### src/rtl/ahblsram_port_arbiter_pkg.sv
// Shared types for the two-requester SRAM port arbiter: requester ids, FSM
// states, read-return tags and width/legal-range constants.
package ahblsram_port_arbiter_pkg;

  localparam int unsigned DATA_W     = 32;
  localparam int unsigned BE_W       = 4;
  localparam int unsigned LOCK_CNT_W = 8;
  localparam int unsigned RD_LAT_MIN = 1;
  localparam int unsigned RD_LAT_MAX = 2;

  typedef enum logic [1:0] {
    REQ_0    = 2'd0,
    REQ_1    = 2'd1,
    REQ_NONE = 2'd3
  } req_id_e;

  typedef enum logic [1:0] {
    ST_FREE = 2'd0,
    ST_OWN0 = 2'd1,
    ST_OWN1 = 2'd2
  } arb_state_e;

  typedef struct packed {
    logic valid;
    logic id;
  } rd_tag_t;

  // Lock state that keeps the given requester as owner.
  function automatic arb_state_e own_state(input req_id_e id);
    return (id == REQ_1) ? ST_OWN1 : ST_OWN0;
  endfunction

endpackage

### src/rtl/ahblsram_port_arbiter_if.sv
// Requester-side and SRAM-side signals of the shared port, bundled for the arbiter.
interface ahblsram_port_arbiter_if #(
  parameter int unsigned MEM_AWIDTH = 16
) ();
  import ahblsram_port_arbiter_pkg::*;

  logic                  req0, req1;
  logic                  lock0, lock1;
  logic                  we0, we1;
  logic [MEM_AWIDTH-1:0] addr0, addr1;
  logic [BE_W-1:0]       byteen0, byteen1;
  logic [DATA_W-1:0]     wdata0, wdata1;
  logic                  gnt0, gnt1;
  logic                  rvalid0, rvalid1;
  logic [DATA_W-1:0]     rdata0, rdata1;
  logic                  mem_ren, mem_wen;
  logic [MEM_AWIDTH-1:0] mem_addr;
  logic [BE_W-1:0]       mem_byteen;
  logic [DATA_W-1:0]     mem_wdata;
  logic [DATA_W-1:0]     mem_rdata;

  modport slave (
    input  req0, req1, lock0, lock1, we0, we1, addr0, addr1,
           byteen0, byteen1, wdata0, wdata1, mem_rdata,
    output gnt0, gnt1, rvalid0, rvalid1, rdata0, rdata1,
           mem_ren, mem_wen, mem_addr, mem_byteen, mem_wdata
  );

  modport master (
    output req0, req1, lock0, lock1, we0, we1, addr0, addr1,
           byteen0, byteen1, wdata0, wdata1, mem_rdata,
    input  gnt0, gnt1, rvalid0, rvalid1, rdata0, rdata1,
           mem_ren, mem_wen, mem_addr, mem_byteen, mem_wdata
  );

endinterface

### src/rtl/ahblsram_rd_tag_pipe.sv
// DEPTH-stage shift register carrying read-return tags, with synchronous clear.
module ahblsram_rd_tag_pipe
  import ahblsram_port_arbiter_pkg::*;
#(
  parameter int unsigned DEPTH = 1
) (
  input  logic    clk_i,
  input  logic    clr_i,
  input  rd_tag_t tag_i,
  output rd_tag_t tag_o
);

  rd_tag_t [DEPTH-1:0] pipe_q;

  always_ff @(posedge clk_i) begin
    if (clr_i) begin
      pipe_q <= '0;
    end else begin
      pipe_q[0] <= tag_i;
      for (int i = 1; i < DEPTH; i++) begin
        pipe_q[i] <= pipe_q[i-1];
      end
    end
  end

  assign tag_o = pipe_q[DEPTH-1];

endmodule

### src/rtl/ahblsram_port_arbiter.sv
// Round-robin arbiter with bounded lock sharing one SRAM port between two
// requesters; read data is routed back by a fixed-latency tag pipe.
module ahblsram_port_arbiter
  import ahblsram_port_arbiter_pkg::*;
#(
  parameter int unsigned MEM_AWIDTH = 16,
  parameter int unsigned RD_LAT     = 1,
  parameter int unsigned MAX_LOCK   = 8
) (
  input  logic                   HCLK,
  input  logic                   HRESETN,
  ahblsram_port_arbiter_if.slave arb_if
);

  if (RD_LAT < RD_LAT_MIN || RD_LAT > RD_LAT_MAX) begin : g_bad_rd_lat
    $error("RD_LAT must be 1 or 2");
  end
  if (MAX_LOCK < 1 || MAX_LOCK > 255) begin : g_bad_max_lock
    $error("MAX_LOCK must be in 1..255");
  end

  arb_state_e              state_q, state_d;
  logic                    last_win_q, last_win_d;
  logic [LOCK_CNT_W-1:0]   lock_cnt_q, lock_cnt_d;
  logic [LOCK_CNT_W-1:0]   lock_base_c;
  logic [LOCK_CNT_W:0]     lock_next_c;

  req_id_e                 win_id_c;
  logic                    win_valid_c, win_sel_c, win_we_c, win_lock_c;
  logic [MEM_AWIDTH-1:0]   win_addr_c;
  logic [BE_W-1:0]         win_be_c;
  logic [DATA_W-1:0]       win_wdata_c;
  rd_tag_t                 tag_in_c, tag_out;

  // Winner: owner keeps the port while requesting, otherwise round-robin.
  always_comb begin
    win_id_c = REQ_NONE;
    if (!HRESETN)                                 win_id_c = REQ_NONE;
    else if (state_q == ST_OWN0 && arb_if.req0)   win_id_c = REQ_0;
    else if (state_q == ST_OWN1 && arb_if.req1)   win_id_c = REQ_1;
    else if (arb_if.req0 && arb_if.req1)          win_id_c = last_win_q ? REQ_0 : REQ_1;
    else if (arb_if.req0)                         win_id_c = REQ_0;
    else if (arb_if.req1)                         win_id_c = REQ_1;
  end

  assign win_valid_c = (win_id_c != REQ_NONE);
  assign win_sel_c   = (win_id_c == REQ_1);
  assign win_we_c    = win_sel_c ? arb_if.we1     : arb_if.we0;
  assign win_lock_c  = win_sel_c ? arb_if.lock1   : arb_if.lock0;
  assign win_addr_c  = win_sel_c ? arb_if.addr1   : arb_if.addr0;
  assign win_be_c    = win_sel_c ? arb_if.byteen1 : arb_if.byteen0;
  assign win_wdata_c = win_sel_c ? arb_if.wdata1  : arb_if.wdata0;

  always_ff @(posedge HCLK) begin
    if (!HRESETN) begin
      state_q    <= ST_FREE;
      last_win_q <= 1'b1;
      lock_cnt_q <= '0;
    end else begin
      state_q    <= state_d;
      last_win_q <= last_win_d;
      lock_cnt_q <= lock_cnt_d;
    end
  end

  // Lock count restarts when a different requester takes over the port.
  always_comb begin
    state_d     = ST_FREE;
    last_win_d  = last_win_q;
    lock_cnt_d  = '0;
    lock_base_c = '0;
    if (win_valid_c && state_q == own_state(win_id_c)) lock_base_c = lock_cnt_q;
    lock_next_c = {1'b0, lock_base_c} + (LOCK_CNT_W+1)'(1);
    if (win_valid_c) begin
      last_win_d = win_sel_c;
      if (win_lock_c && lock_next_c < (LOCK_CNT_W+1)'(MAX_LOCK)) begin
        state_d    = own_state(win_id_c);
        lock_cnt_d = lock_next_c[LOCK_CNT_W-1:0];
      end
    end
  end

  always_comb begin
    arb_if.gnt0       = win_valid_c & ~win_sel_c;
    arb_if.gnt1       = win_valid_c &  win_sel_c;
    arb_if.mem_ren    = 1'b0;
    arb_if.mem_wen    = 1'b0;
    arb_if.mem_addr   = '0;
    arb_if.mem_byteen = '0;
    arb_if.mem_wdata  = '0;
    if (win_valid_c) begin
      arb_if.mem_ren    = ~win_we_c;
      arb_if.mem_wen    =  win_we_c;
      arb_if.mem_addr   = win_addr_c;
      arb_if.mem_byteen = win_we_c ? win_be_c : {BE_W{1'b1}};
      arb_if.mem_wdata  = win_wdata_c;
    end
  end

  assign tag_in_c = '{valid: win_valid_c & ~win_we_c, id: win_sel_c};

  ahblsram_rd_tag_pipe #(
    .DEPTH (RD_LAT)
  ) u_rd_tag_pipe (
    .clk_i (HCLK),
    .clr_i (~HRESETN),
    .tag_i (tag_in_c),
    .tag_o (tag_out)
  );

  assign arb_if.rvalid0 = HRESETN & tag_out.valid & ~tag_out.id;
  assign arb_if.rvalid1 = HRESETN & tag_out.valid &  tag_out.id;
  assign arb_if.rdata0  = arb_if.mem_rdata;
  assign arb_if.rdata1  = arb_if.mem_rdata;

endmodule

### src/flat_wrapper.sv
// flat-port wrapper written by rule: the top's interface ports become plain ports
module ahblsram_port_arbiter_flat import ahblsram_port_arbiter_pkg::*;
#(
  parameter int unsigned MEM_AWIDTH = 16,
  parameter int unsigned RD_LAT     = 1,
  parameter int unsigned MAX_LOCK   = 8
)
  (HCLK, HRESETN, arb_if_req0, arb_if_req1, arb_if_lock0, arb_if_lock1, arb_if_we0, arb_if_we1, arb_if_addr0, arb_if_addr1, arb_if_byteen0, arb_if_byteen1, arb_if_wdata0, arb_if_wdata1, arb_if_mem_rdata, arb_if_gnt0, arb_if_gnt1, arb_if_rvalid0, arb_if_rvalid1, arb_if_rdata0, arb_if_rdata1, arb_if_mem_ren, arb_if_mem_wen, arb_if_mem_addr, arb_if_mem_byteen, arb_if_mem_wdata);
  ahblsram_port_arbiter_if #(.MEM_AWIDTH(MEM_AWIDTH)) arb_if_i ();
  input  logic HCLK;
  input  logic HRESETN;
  input wire logic [$bits(arb_if_i.req0)-1:0] arb_if_req0;
  input wire logic [$bits(arb_if_i.req1)-1:0] arb_if_req1;
  input wire logic [$bits(arb_if_i.lock0)-1:0] arb_if_lock0;
  input wire logic [$bits(arb_if_i.lock1)-1:0] arb_if_lock1;
  input wire logic [$bits(arb_if_i.we0)-1:0] arb_if_we0;
  input wire logic [$bits(arb_if_i.we1)-1:0] arb_if_we1;
  input wire logic [$bits(arb_if_i.addr0)-1:0] arb_if_addr0;
  input wire logic [$bits(arb_if_i.addr1)-1:0] arb_if_addr1;
  input wire logic [$bits(arb_if_i.byteen0)-1:0] arb_if_byteen0;
  input wire logic [$bits(arb_if_i.byteen1)-1:0] arb_if_byteen1;
  input wire logic [$bits(arb_if_i.wdata0)-1:0] arb_if_wdata0;
  input wire logic [$bits(arb_if_i.wdata1)-1:0] arb_if_wdata1;
  input wire logic [$bits(arb_if_i.mem_rdata)-1:0] arb_if_mem_rdata;
  output wire logic [$bits(arb_if_i.gnt0)-1:0] arb_if_gnt0;
  output wire logic [$bits(arb_if_i.gnt1)-1:0] arb_if_gnt1;
  output wire logic [$bits(arb_if_i.rvalid0)-1:0] arb_if_rvalid0;
  output wire logic [$bits(arb_if_i.rvalid1)-1:0] arb_if_rvalid1;
  output wire logic [$bits(arb_if_i.rdata0)-1:0] arb_if_rdata0;
  output wire logic [$bits(arb_if_i.rdata1)-1:0] arb_if_rdata1;
  output wire logic [$bits(arb_if_i.mem_ren)-1:0] arb_if_mem_ren;
  output wire logic [$bits(arb_if_i.mem_wen)-1:0] arb_if_mem_wen;
  output wire logic [$bits(arb_if_i.mem_addr)-1:0] arb_if_mem_addr;
  output wire logic [$bits(arb_if_i.mem_byteen)-1:0] arb_if_mem_byteen;
  output wire logic [$bits(arb_if_i.mem_wdata)-1:0] arb_if_mem_wdata;
  assign arb_if_i.req0 = arb_if_req0;
  assign arb_if_i.req1 = arb_if_req1;
  assign arb_if_i.lock0 = arb_if_lock0;
  assign arb_if_i.lock1 = arb_if_lock1;
  assign arb_if_i.we0 = arb_if_we0;
  assign arb_if_i.we1 = arb_if_we1;
  assign arb_if_i.addr0 = arb_if_addr0;
  assign arb_if_i.addr1 = arb_if_addr1;
  assign arb_if_i.byteen0 = arb_if_byteen0;
  assign arb_if_i.byteen1 = arb_if_byteen1;
  assign arb_if_i.wdata0 = arb_if_wdata0;
  assign arb_if_i.wdata1 = arb_if_wdata1;
  assign arb_if_i.mem_rdata = arb_if_mem_rdata;
  assign arb_if_gnt0 = arb_if_i.gnt0;
  assign arb_if_gnt1 = arb_if_i.gnt1;
  assign arb_if_rvalid0 = arb_if_i.rvalid0;
  assign arb_if_rvalid1 = arb_if_i.rvalid1;
  assign arb_if_rdata0 = arb_if_i.rdata0;
  assign arb_if_rdata1 = arb_if_i.rdata1;
  assign arb_if_mem_ren = arb_if_i.mem_ren;
  assign arb_if_mem_wen = arb_if_i.mem_wen;
  assign arb_if_mem_addr = arb_if_i.mem_addr;
  assign arb_if_mem_byteen = arb_if_i.mem_byteen;
  assign arb_if_mem_wdata = arb_if_i.mem_wdata;
  ahblsram_port_arbiter #(.MEM_AWIDTH(MEM_AWIDTH), .RD_LAT(RD_LAT), .MAX_LOCK(MAX_LOCK)) u_core (.HCLK(HCLK), .HRESETN(HRESETN), .arb_if(arb_if_i));
endmodule
### config.mk
export PLATFORM = sky130hd
export DESIGN_NAME = ahblsram_port_arbiter_flat
export DESIGN_NICKNAME = d
export VERILOG_FILES = /design/src/rtl/ahblsram_port_arbiter_pkg.sv /design/src/rtl/ahblsram_port_arbiter_if.sv /design/src/rtl/ahblsram_rd_tag_pipe.sv /design/src/rtl/ahblsram_port_arbiter.sv /design/src/flat_wrapper.sv
export SDC_FILE = /design/constraint.sdc
export NUM_CORES = 1
export LEC_CHECK = 0
export CORE_AREA = 2 2 103 105
export CTS_CLUSTER_DIAMETER = 150
export DETAILED_ROUTE_END_ITERATION = 10
export DIE_AREA = 0 0 105 107
export HOLD_SLACK_MARGIN = 0.03
export PLACE_DENSITY = 0.75
export SLEW_MARGIN = 0
export SYNTH_ARGS = -nofsm -noshare
export SYNTH_HDL_FRONTEND = slang
export SYNTH_SLANG_ARGS = --single-unit
### constraint.sdc
create_clock -name HCLK -period 1.8 [get_ports HCLK]
set_input_delay 0.36 -clock HCLK [delete_from_list [all_inputs] [get_ports HCLK]]
set_output_delay 0.36 -clock HCLK [all_outputs]
set_load 0.02 [all_outputs]
; Word-level counts from Yosys, hierarchy flattened
; Index checks and enable logic that the tools add are counted.
[totals]
ff_bits = 13
inputBits = 144
[classes]
n_addsub = 1
order_cmp = 1
eq_ne = 5
n_mux = 20
n_bitwise = 9
reduce_logical = 6
[ops]
columns = cell, n
row1 = 32-bit two-way mux, 2
row2 = 16-bit two-way mux, 2
row3 = 2-bit two-way mux, 7
row4 = 4-bit two-way mux, 3
row5 = "8-bit by 1-bit adder with 9-bit output, second input constant", 1
row6 = "9-bit by 4-bit less-than comparator with 1-bit output, second input constant", 1
row7 = 8-bit two-way mux, 1
row8 = 1-bit AND, 6
row9 = 1-bit logical AND, 5
row10 = 1-bit two-way mux, 5
row11 = "2-bit by 1-bit equality test with 1-bit output, second input constant", 2
row12 = 1-bit inverter, 3
row13 = 3-bit AND reduction, 1
row14 = 2-bit equality test, 1
row15 = "2-bit equality test, second input constant", 1
row16 = "2-bit != test, second input constant", 1

; Depth between registers and ports, before layout
; Gate-level depths: netlist (run 1).
[depth]
word_depth = 15
ltp_mapped = 7
ltp_nobuf = 7

; By module
; A second synthesis (run 1) with hierarchy kept.
[hier_totals]
cells_unflattened = 293
area_unflattened_um2 = 1828.0
[by_module_without_submodules]
columns = module, instances, cells_each, area_each_um2, seq_area_each_um2
row1 = ahblsram_port_arbiter, 1, 289, 1775.5, 220.2
row2 = ahblsram_rd_tag_pipe, 1, 4, 52.6, 40.0

; Least setup slack after synthesis (run 1)
; No wires, ideal clock.
[synth_path]
path_kind = register to output
from = register u_core.state_q[1]
to = output port arb_if_mem_byteen[1]
t_arrival_ns = 1.576
setup_slack_ns = -0.136
path_stages_with_launch = 6
n_path_buf = 1
cell_sequence = dfxtp_1 > nor2b_2 > o211a_2 > buf_4 > nor4b_2 > a311oi_1
[synth_between]
elab_chain_cells = 9
elab_cells_between_ends = 13
classes_between = eq/ne (4) / mux (7) / reduce/logical (2)
[synth_lines]
columns = item, line
row1 = start: declaration, ahblsram_port_arbiter.sv:22  ; arb_state_e state_q, state_d;
row2 = start signal: assignment, ahblsram_port_arbiter.sv:60  ; state_q <= state_d;
row3 = 2-bit equality test, ahblsram_port_arbiter.sv:40  ; else if (state_q == ST_OWN1 && arb_if.req1) win_id_c = REQ_1;
row4 = 1-bit logical AND, ahblsram_port_arbiter.sv:40
row5 = 2-bit two-way mux, ahblsram_port_arbiter.sv:40
row6 = 2-bit two-way mux *, ahblsram_port_arbiter.sv:39  ; else if (state_q == ST_OWN0 && arb_if.req0) win_id_c = REQ_0;
row7 = 2-bit two-way mux *, ahblsram_port_arbiter.sv:38  ; if (!HRESETN) win_id_c = REQ_NONE;
row8 = 2-bit by 1-bit equality test with 1-bit output, ahblsram_port_arbiter.sv:47  ; assign win_sel_c = (win_id_c == REQ_1);
row9 = 4-bit two-way mux or 1-bit two-way mux (tied branches), "ahblsram_port_arbiter.sv:51, ahblsram_port_arbiter.sv:48"
row10 = 4-bit two-way mux, ahblsram_port_arbiter.sv:95  ; arb_if.mem_byteen = win_we_c ? win_be_c : {BE_W{1'b1}};
row11 = 4-bit two-way mux *, ahblsram_port_arbiter.sv:91  ; if (win_valid_c) begin
row12 = end: declaration, flat_wrapper.sv:34  ; output wire logic [$bits(arb_if_i.mem_byteen)-1:0] arb_if_mem_byteen;
; Every way passes the cells marked *; elsewhere a longest branch is shown, timed or not.

; Final worst setup path (run 1)
[layout_path]
from = register u_core.state_q[1]
to = output port arb_if_mem_addr[1]
[layout_between]
elab_chain_cells = 8
elab_cells_between_ends = 11
classes_between = eq/ne (4) / mux (5) / reduce/logical (2)
[layout_lines]
columns = item, line
row1 = 2-bit equality test, ahblsram_port_arbiter.sv:40
row2 = 1-bit logical AND, ahblsram_port_arbiter.sv:40
row3 = 2-bit two-way mux, ahblsram_port_arbiter.sv:40
row4 = 2-bit two-way mux *, ahblsram_port_arbiter.sv:39
row5 = 2-bit two-way mux *, ahblsram_port_arbiter.sv:38
row6 = 2-bit by 1-bit equality test with 1-bit output, ahblsram_port_arbiter.sv:47
row7 = 16-bit two-way mux, ahblsram_port_arbiter.sv:50  ; assign win_addr_c = win_sel_c ? arb_if.addr1 : arb_if.addr0;
row8 = 16-bit two-way mux *, ahblsram_port_arbiter.sv:91
row9 = end: declaration, flat_wrapper.sv:33  ; output wire logic [$bits(arb_if_i.mem_addr)-1:0] arb_if_mem_addr;
; Marks and branches as above.

==> flow_metrics.tcl, run 1 <==
set metrics [dict create \
    status "complete, but fails checks" \
    violations "negative setup slack" \
    reg2reg_slack_ns -0.09 \
    synth_edf_count 0 \
    cap_viol_max_count 0 \
    synthMuxAreaShare_pct 0 \
    synth-seq-cells 13 \
    worst_pin_slew_ns 0.523 \
    synth_xor_area_share_pct 0.435 \
    netlist_area_sq_um 2010 \
    die_width_microns 105 \
    num_vias 2933 \
    syn_avg_cell_area_sq_um 6.55 \
    insertion_delay_ns 0.25 \
    clk_path_buf_depth 2 \
    reg2reg_depth 8 \
    dpl-instance-area_sq_um 3570 \
    min_path_type "input port to flip-flop" \
    drt-pass1-iter-count 4 \
    ir_drop_mv 0.195 \
    fmax_mhz 474 \
    synth_top_family_by_area "compound AO/OA/AOI/OAI gates" \
    cts_tree "built" \
    drt-total-wl_microns 11100 \
    yosysWarnings 0 \
    crit_type "flip-flop to primary output" \
    hold_violations 0 \
    worst_slack_ns -0.311 \
    dp_slack_ns -0.917 \
    yosys.area_share.simple_pct 21.5 \
    clock_sinks 13 \
    antenna_cells 0 \
    grt-ovfl-total 0 \
    hp-start "arb_if_req0" \
    setup_viol 61 \
    ys_seq_area_share_pct 12.9 \
    grtUsageTotal_pct 17.0 \
    cts_hold_buf 0 \
    clkTransAtPathRegs_ns 0.06 \
    antenna_left 0 \
    cts_made_buffers 3 \
    whs_ns 0.578 \
    synth_area_leaders "buf_4 (25%), dfxtp_1 (13%), nand3_1 (13%), a21oi_1 (12%), o21ai_0 (12%)" \
    powerDensity_nw_per_um2 381 \
    end_kind "primary output" \
    totalPowerFinal_uw 1890 \
    critPathMaxFanout 6 \
    viasPerCell 4.83 \
    hpwl_microns 6880 \
    min_period_ns 2.11 \
    drc 0 \
    power_leakage_uw 0.00188 \
    syn_inst 307 \
    ctsRootBufferMaster "clkbuf_8" \
    arrival_ns 1.75 \
    synth_top_area_share_pct 24.6 \
    clock_skew_ns 0.00168 \
    coreArea_sq_um 10100 \
    gp_congestion 0.784 \
    syn2layout_area_growth_pct 146 \
    holdPathEnd "u_core.last_win_q" \
    rsz0062_at_grt "true" \
    rr_startpoint "u_core.state_q[1]" \
    antenna_found_initial 0 \
    port-buffer-count 169 \
    utilization_pct 49.1 \
    yosysUniqueCellTypes 34 \
    synth-adder-area-share_pct 0.622 \
    stdcell_area_sq_um 4960 \
    synth-compound-area-share_pct 32.9 \
    reg2reg_to "u_core.lock_cnt_q[2]" \
    synth_top_cell_by_area "buf_4" \
    synthArstFlopShare_pct 0 \
    grt_pass1_vias 2926 \
    fp.dieH_microns 107 \
    dieArea_sq_um 11200 \
    maxSlewHeadroom_pct 64.8 \
    drtIter0Drc 105 \
    crit_required_ns 1.44 \
    grt_max_degree 24 \
    ys.flop_type "dfxtp_1" \
    htreeDepth 1 \
    nets 617 \
    period_share_pct 117 \
    drive_above_1_share_pct 56.5 \
    routedWlPerCell_microns 18.3 \
    ioPinCount 266 \
    start_kind "flip-flop" \
    drv_slew 0 \
    whs_path_depth 4 \
    initial_core_util_pct 19.9 \
    fp-row-count 37 \
    grt_pass1_wl_microns 15100 \
]
[per-layer routing]
| layer | share of wire, % | wire length, microns | GRT usage (%) | up-vias |
|---|---|---|---|---|
| met4 | 3.6 | 400 | 6.10 | 0 |
| met1 | 35 | 3940 | 16.9 | 1373 |
| met5 | 0 | 0 | 0 | - |
| met3 | 7.4 | 821 | 4.68 | 43 |
| met2 | 54 | 5970 | 33.3 | 154 |
| li1 | - | - | - | 1363 |
[worst max-delay path by stage]
stage	cells past startpoint	from	endpoint	slack [ns]
after global routing	9	u_core.state_q[1]	arb_if_mem_addr[15]	-0.37
after global placement	5	arb_if_req0	arb_if_mem_byteen[2]	-0.90
after detailed placement	6	arb_if_req0	arb_if_mem_addr[12]	-0.92
after floorplan	5	HRESETN	arb_if_mem_byteen[0]	-0.03
final	8	u_core.state_q[1]	arb_if_mem_addr[1]	-0.31
after CTS	9	u_core.state_q[1]	arb_if_mem_addr[14]	-0.34
[registers in the layout (all words and copies together) (netlist names)]
name	cells
u_core.last_win_q	1
u_core.lock_cnt_q	8
u_core.state_q	2
u_core.u_rd_tag_pipe.tag_o	2
[cells in the final DEF, fill, tap and decap left out, types with 3 or more instances in the layout]
master,count
a21oi_1,9
a2111oi_4,3
buf_8,3
o21ai_4,4
clkbuf_8,3
nor2_1,5
nand3_1,23
nand3_2,23
o21ai_1,20
nand3_4,5
a21oi_2,41
conb_1,5
dfxtp_1,11
clkbuf_16,3
inv_1,7
a311oi_2,4
o21ai_0,7
buf_6,50
buf_4,57
buf_12,18
clkdlybuf4s50_1,108
o21ai_2,22
[worst max-delay path, stage by stage (launching register included)]
cell     delay, ns
dfxtp_2       0.32
nor2b_4       0.13
o211a_4       0.28
buf_12        0.14
buf_8         0.12
buf_6         0.12
o21ai_4       0.16
a21oi_2       0.08
buf_6         0.13
[synth_stat cells, types with 2 or more instances]
master     number
buf_4          66
nand3_1        51
a21oi_1        50
o21ai_0        50
clkbuf_1       16
dfxtp_1        13
inv_1           9
buf_2           8
nor2_1          7
a311oi_1        4
and3b_1         4
a2111oi_2       3
nand2_1         2
nand2b_1        2
nor4b_1         2
nor4b_2         2
[repair_timing]
item	CTS	global route
endpoints found under the setup margin	63	61
resized for setup	422	121
buffers inserted	39	6
gates cloned	6	3
pin swaps	27	53
hold endpoints to repair	0	0
[layout make-up]
| cell class | count | area, sq um |
|---|---|---|
| Tap cell | 136 | 170 |
| Sequential cell | 13 | 265 |
| Multi-Input combinational cell | 198 | 1760 |
| Fill cell | 915 | 5140 |
| Inverter | 9 | 38.8 |
| Timing Repair Buffer | 247 | 2680 |
| Clock inverter | 1 | 5.00 |
| Clock buffer | 3 | 41.3 |
[logic make-up (layout without fill, tap and decap cells)]
group           count (synthesis)  count (layout)
simple gates                   77              77
compound gates                114             114
flops                          13              13
other cells                     1               5
fa+ha+maj                       1               1
buf+inv                       100             260
xor+xnor                        1               1
[stage by stage]
step | std cells | TNS (ns)
after floorplan | 311 | -0.0537
after global placement | 551 | -50.80
after detailed placement | 551 | -52.23
after CTS | 600 | -11.97
after global routing | 607 | -16.83
final | 607 | -12.73
[power by group]
part           switching [uW]  leakage [uW]  internal [uW]
Sequential               8.94      0.000109            303
Combinational             583       0.00175            727
Clock                     111     0.0000255            153
Total                     703       0.00188           1180
Power figures use the tool's default switching activity.
==> inputs of run 2 (changes only) <==
--- a/config.mk
+++ b/config.mk
@@ -6,7 +6,7 @@
 export NUM_CORES = 1
 export LEC_CHECK = 0
 export CORE_AREA = 2 2 103 105
-export CTS_CLUSTER_DIAMETER = 150
+export CTS_CLUSTER_DIAMETER = 120
 export DETAILED_ROUTE_END_ITERATION = 10
 export DIE_AREA = 0 0 105 107
 export HOLD_SLACK_MARGIN = 0.03
==> results of run 2 <==
Final layout, timing and power as in run 1 (identical DEF).
==> inputs of run 3 (changes only) <==
--- a/config.mk
+++ b/config.mk
@@ -10,7 +10,7 @@
 export DETAILED_ROUTE_END_ITERATION = 10
 export DIE_AREA = 0 0 105 107
 export HOLD_SLACK_MARGIN = 0.03
-export PLACE_DENSITY = 0.75
+export PLACE_DENSITY = 0.73
 export SLEW_MARGIN = 0
 export SYNTH_ARGS = -nofsm -noshare
 export SYNTH_HDL_FRONTEND = slang
==> constraint.sdc (replaced) <==
create_clock -name HCLK -period 2.3 [get_ports HCLK]
set_input_delay 0.46 -clock HCLK [delete_from_list [all_inputs] [get_ports HCLK]]
set_output_delay 0.46 -clock HCLK [all_outputs]
set_load 0.02 [all_outputs]
==> flow_metrics.tcl, run 3 (synthesized netlist as in run 1, its figures left out) <==
set metrics [dict create \
    status "complete, no violations" \
    htreeDepth 1 \
    fp.dieH_microns 107 \
    largest_register_ffs 8 \
    critPathMaxFanout 5 \
    hold_violations 0 \
    arrival_ns 1.77 \
    reg2reg_to "u_core.lock_cnt_q[2]" \
    setup_viol 0 \
    drv_slew 0 \
    die_width_microns 105 \
    initial_core_util_pct 19.9 \
    grtUsageTotal_pct 16.1 \
    rsz0062_at_grt "true" \
    viasPerCell 4.82 \
    dieArea_sq_um 11200 \
    whs_path_depth 3 \
    antenna_found_initial 0 \
    final_common_cell "clkdlybuf4s50_1" \
    cap_viol_max_count 0 \
    clock_skew_ns 0.00531 \
    antenna_left 0 \
    drt-total-wl_microns 9770 \
    reg2reg_depth 8 \
    drtIter0Drc 141 \
    hpwl_microns 6930 \
    antenna_cells 0 \
    crit_type "flip-flop to primary output" \
    cts_made_buffers 3 \
    cpLargestDelayFamily "compound AO/OA/AOI/OAI gates" \
    ioPinCount 266 \
    worst-path-buf-inv 3 \
    final_cell_mix "clkdlybuf4s50_1 (109), nand3_1 (51), o21ai_0 (50)" \
    path_cells "nor2b_2 > o211ai_4 > buf_12 > buf_12 > nand2_4 > a311oi_2 > buf_2" \
    fill_cells 1083 \
    cpPeakStageDelay_ns 0.31 \
    powerDensity_nw_per_um2 315 \
    insertion_delay_ns 0.25 \
    min_period_ns 2.23 \
    drive_above_1_share_pct 28.6 \
    clk_path_buf_depth 2 \
    utilization_pct 37.1 \
    port-buffer-count 169 \
    grt_pass1_vias 2822 \
    cp_slowest_cell "dfxtp_1" \
    gp_congestion 0.787 \
    end_kind "primary output" \
    crit_required_ns 1.84 \
    drc 0 \
    nets 580 \
    hp-start "u_core.last_win_q" \
    fp-row-count 37 \
    num_vias 2745 \
    grt-ovfl-total 0 \
    reg2reg_slack_ns 0.35 \
    coreArea_sq_um 10100 \
    start_kind "flip-flop" \
    cts_tree "built" \
    grt_pass1_wl_microns 14500 \
    syn2layout_area_growth_pct 86.3 \
    drt-pass1-iter-count 4 \
    clkTransAtPathRegs_ns 0.06 \
    whs_ns 0.633 \
    fmax_mhz 448 \
    routedWlPerCell_microns 17.1 \
    power_leakage_uw 0.00151 \
    holdPathEnd "u_core.last_win_q" \
    max_flop_register "u_core.lock_cnt_q" \
    ir_drop_mv 0.168 \
    grt_max_degree 26 \
    cpMostUsedCell "buf_12" \
    finalSetupTns_ns 0 \
    ctsRootBufferMaster "clkbuf_8" \
    rr_startpoint "u_core.state_q[1]" \
    min_path_type "flip-flop to flip-flop" \
    period_share_pct 97.0 \
    clock_sinks 13 \
]
## run 3: changes by cell type in the layout (fill, tap and decap cells not counted), sizes merged
cell | before | now
buf | 132 | 88
clkbuf | 6 | 5
clkdlybuf4s15 | 1 | 8
clkdlybuf4s50 | 108 | 109
clkinv | 1 | 0
dlygate4sd2 | 2 | 3
## run 3: layout make-up
type	count	area [sq um]	area share [%]
Timing Repair Buffer	210	2030	54.3
Sequential cell	13	260	6.94
Multi-Input combinational cell	198	1200	32.1
Inverter	9	33.8	0.901
Clock buffer	4	45.0	1.20
Tap cell	136	170	4.54
## run 3: how the worst max path moves through the flow
stage / startpoint / end / slack (ns) / cells after the start
detailed placement: arb_if_req1 / arb_if_mem_byteen[0] / -0.59 / 6
finish: u_core.state_q[1] / arb_if_mem_byteen[1] / 0.07 / 7
CTS: arb_if_req1 / arb_if_mem_wdata[8] / 0.002 / 9
global route: u_core.state_q[1] / arb_if_mem_wdata[7] / -0.01 / 6
global placement: arb_if_req1 / arb_if_mem_byteen[0] / -0.53 / 6
floorplan: u_core.state_q[1] / arb_if_mem_byteen[1] / 0.26 / 5
## run 3: per-stage QoR
stage	setup slack, ns	cell area, sq um	instances	total power [uW]
2_1_floorplan	0.264	2030	311	677
3_3_place_gp	-0.529	3550	551	914
3_5_place_dp	-0.586	3550	551	925
4_1_cts	0.00201	3720	569	1180
5_1_grt	-0.0123	3750	570	1240
6_report	0.0701	3750	570	1180
## run 3: per-layer routing
metal	routed length [microns]	track usage, %	vias to the layer above
met5	0	0	-
met4	252	6.95	0
met3	1060	4.80	26
met2	4960	29.1	185
met1	3500	17.5	1257
li1	-	-	1277
## run 3: power by group
part           leakage (uW)  total [uW]  switching [uW]  internal [uW]
Clock             0.0000228         203            80.8            122
Combinational       0.00138         734             341            394
Sequential         0.000108         243            5.62            237
## run 3: tightest hold or removal path, stage by stage (launching register included)
cell and delay (ns):
dfxtp_1 0.34, nor2_1 0.06, a21oi_1 0.09, nand2b_1 0.10
## run 3: what timing repair did
action,in CTS,in global routing
setup buffers,9,1
setup endpoints to repair,62,32
cloned,5,0
resized for setup,241,19
pin swaps,2,6
hold buffers,0,0
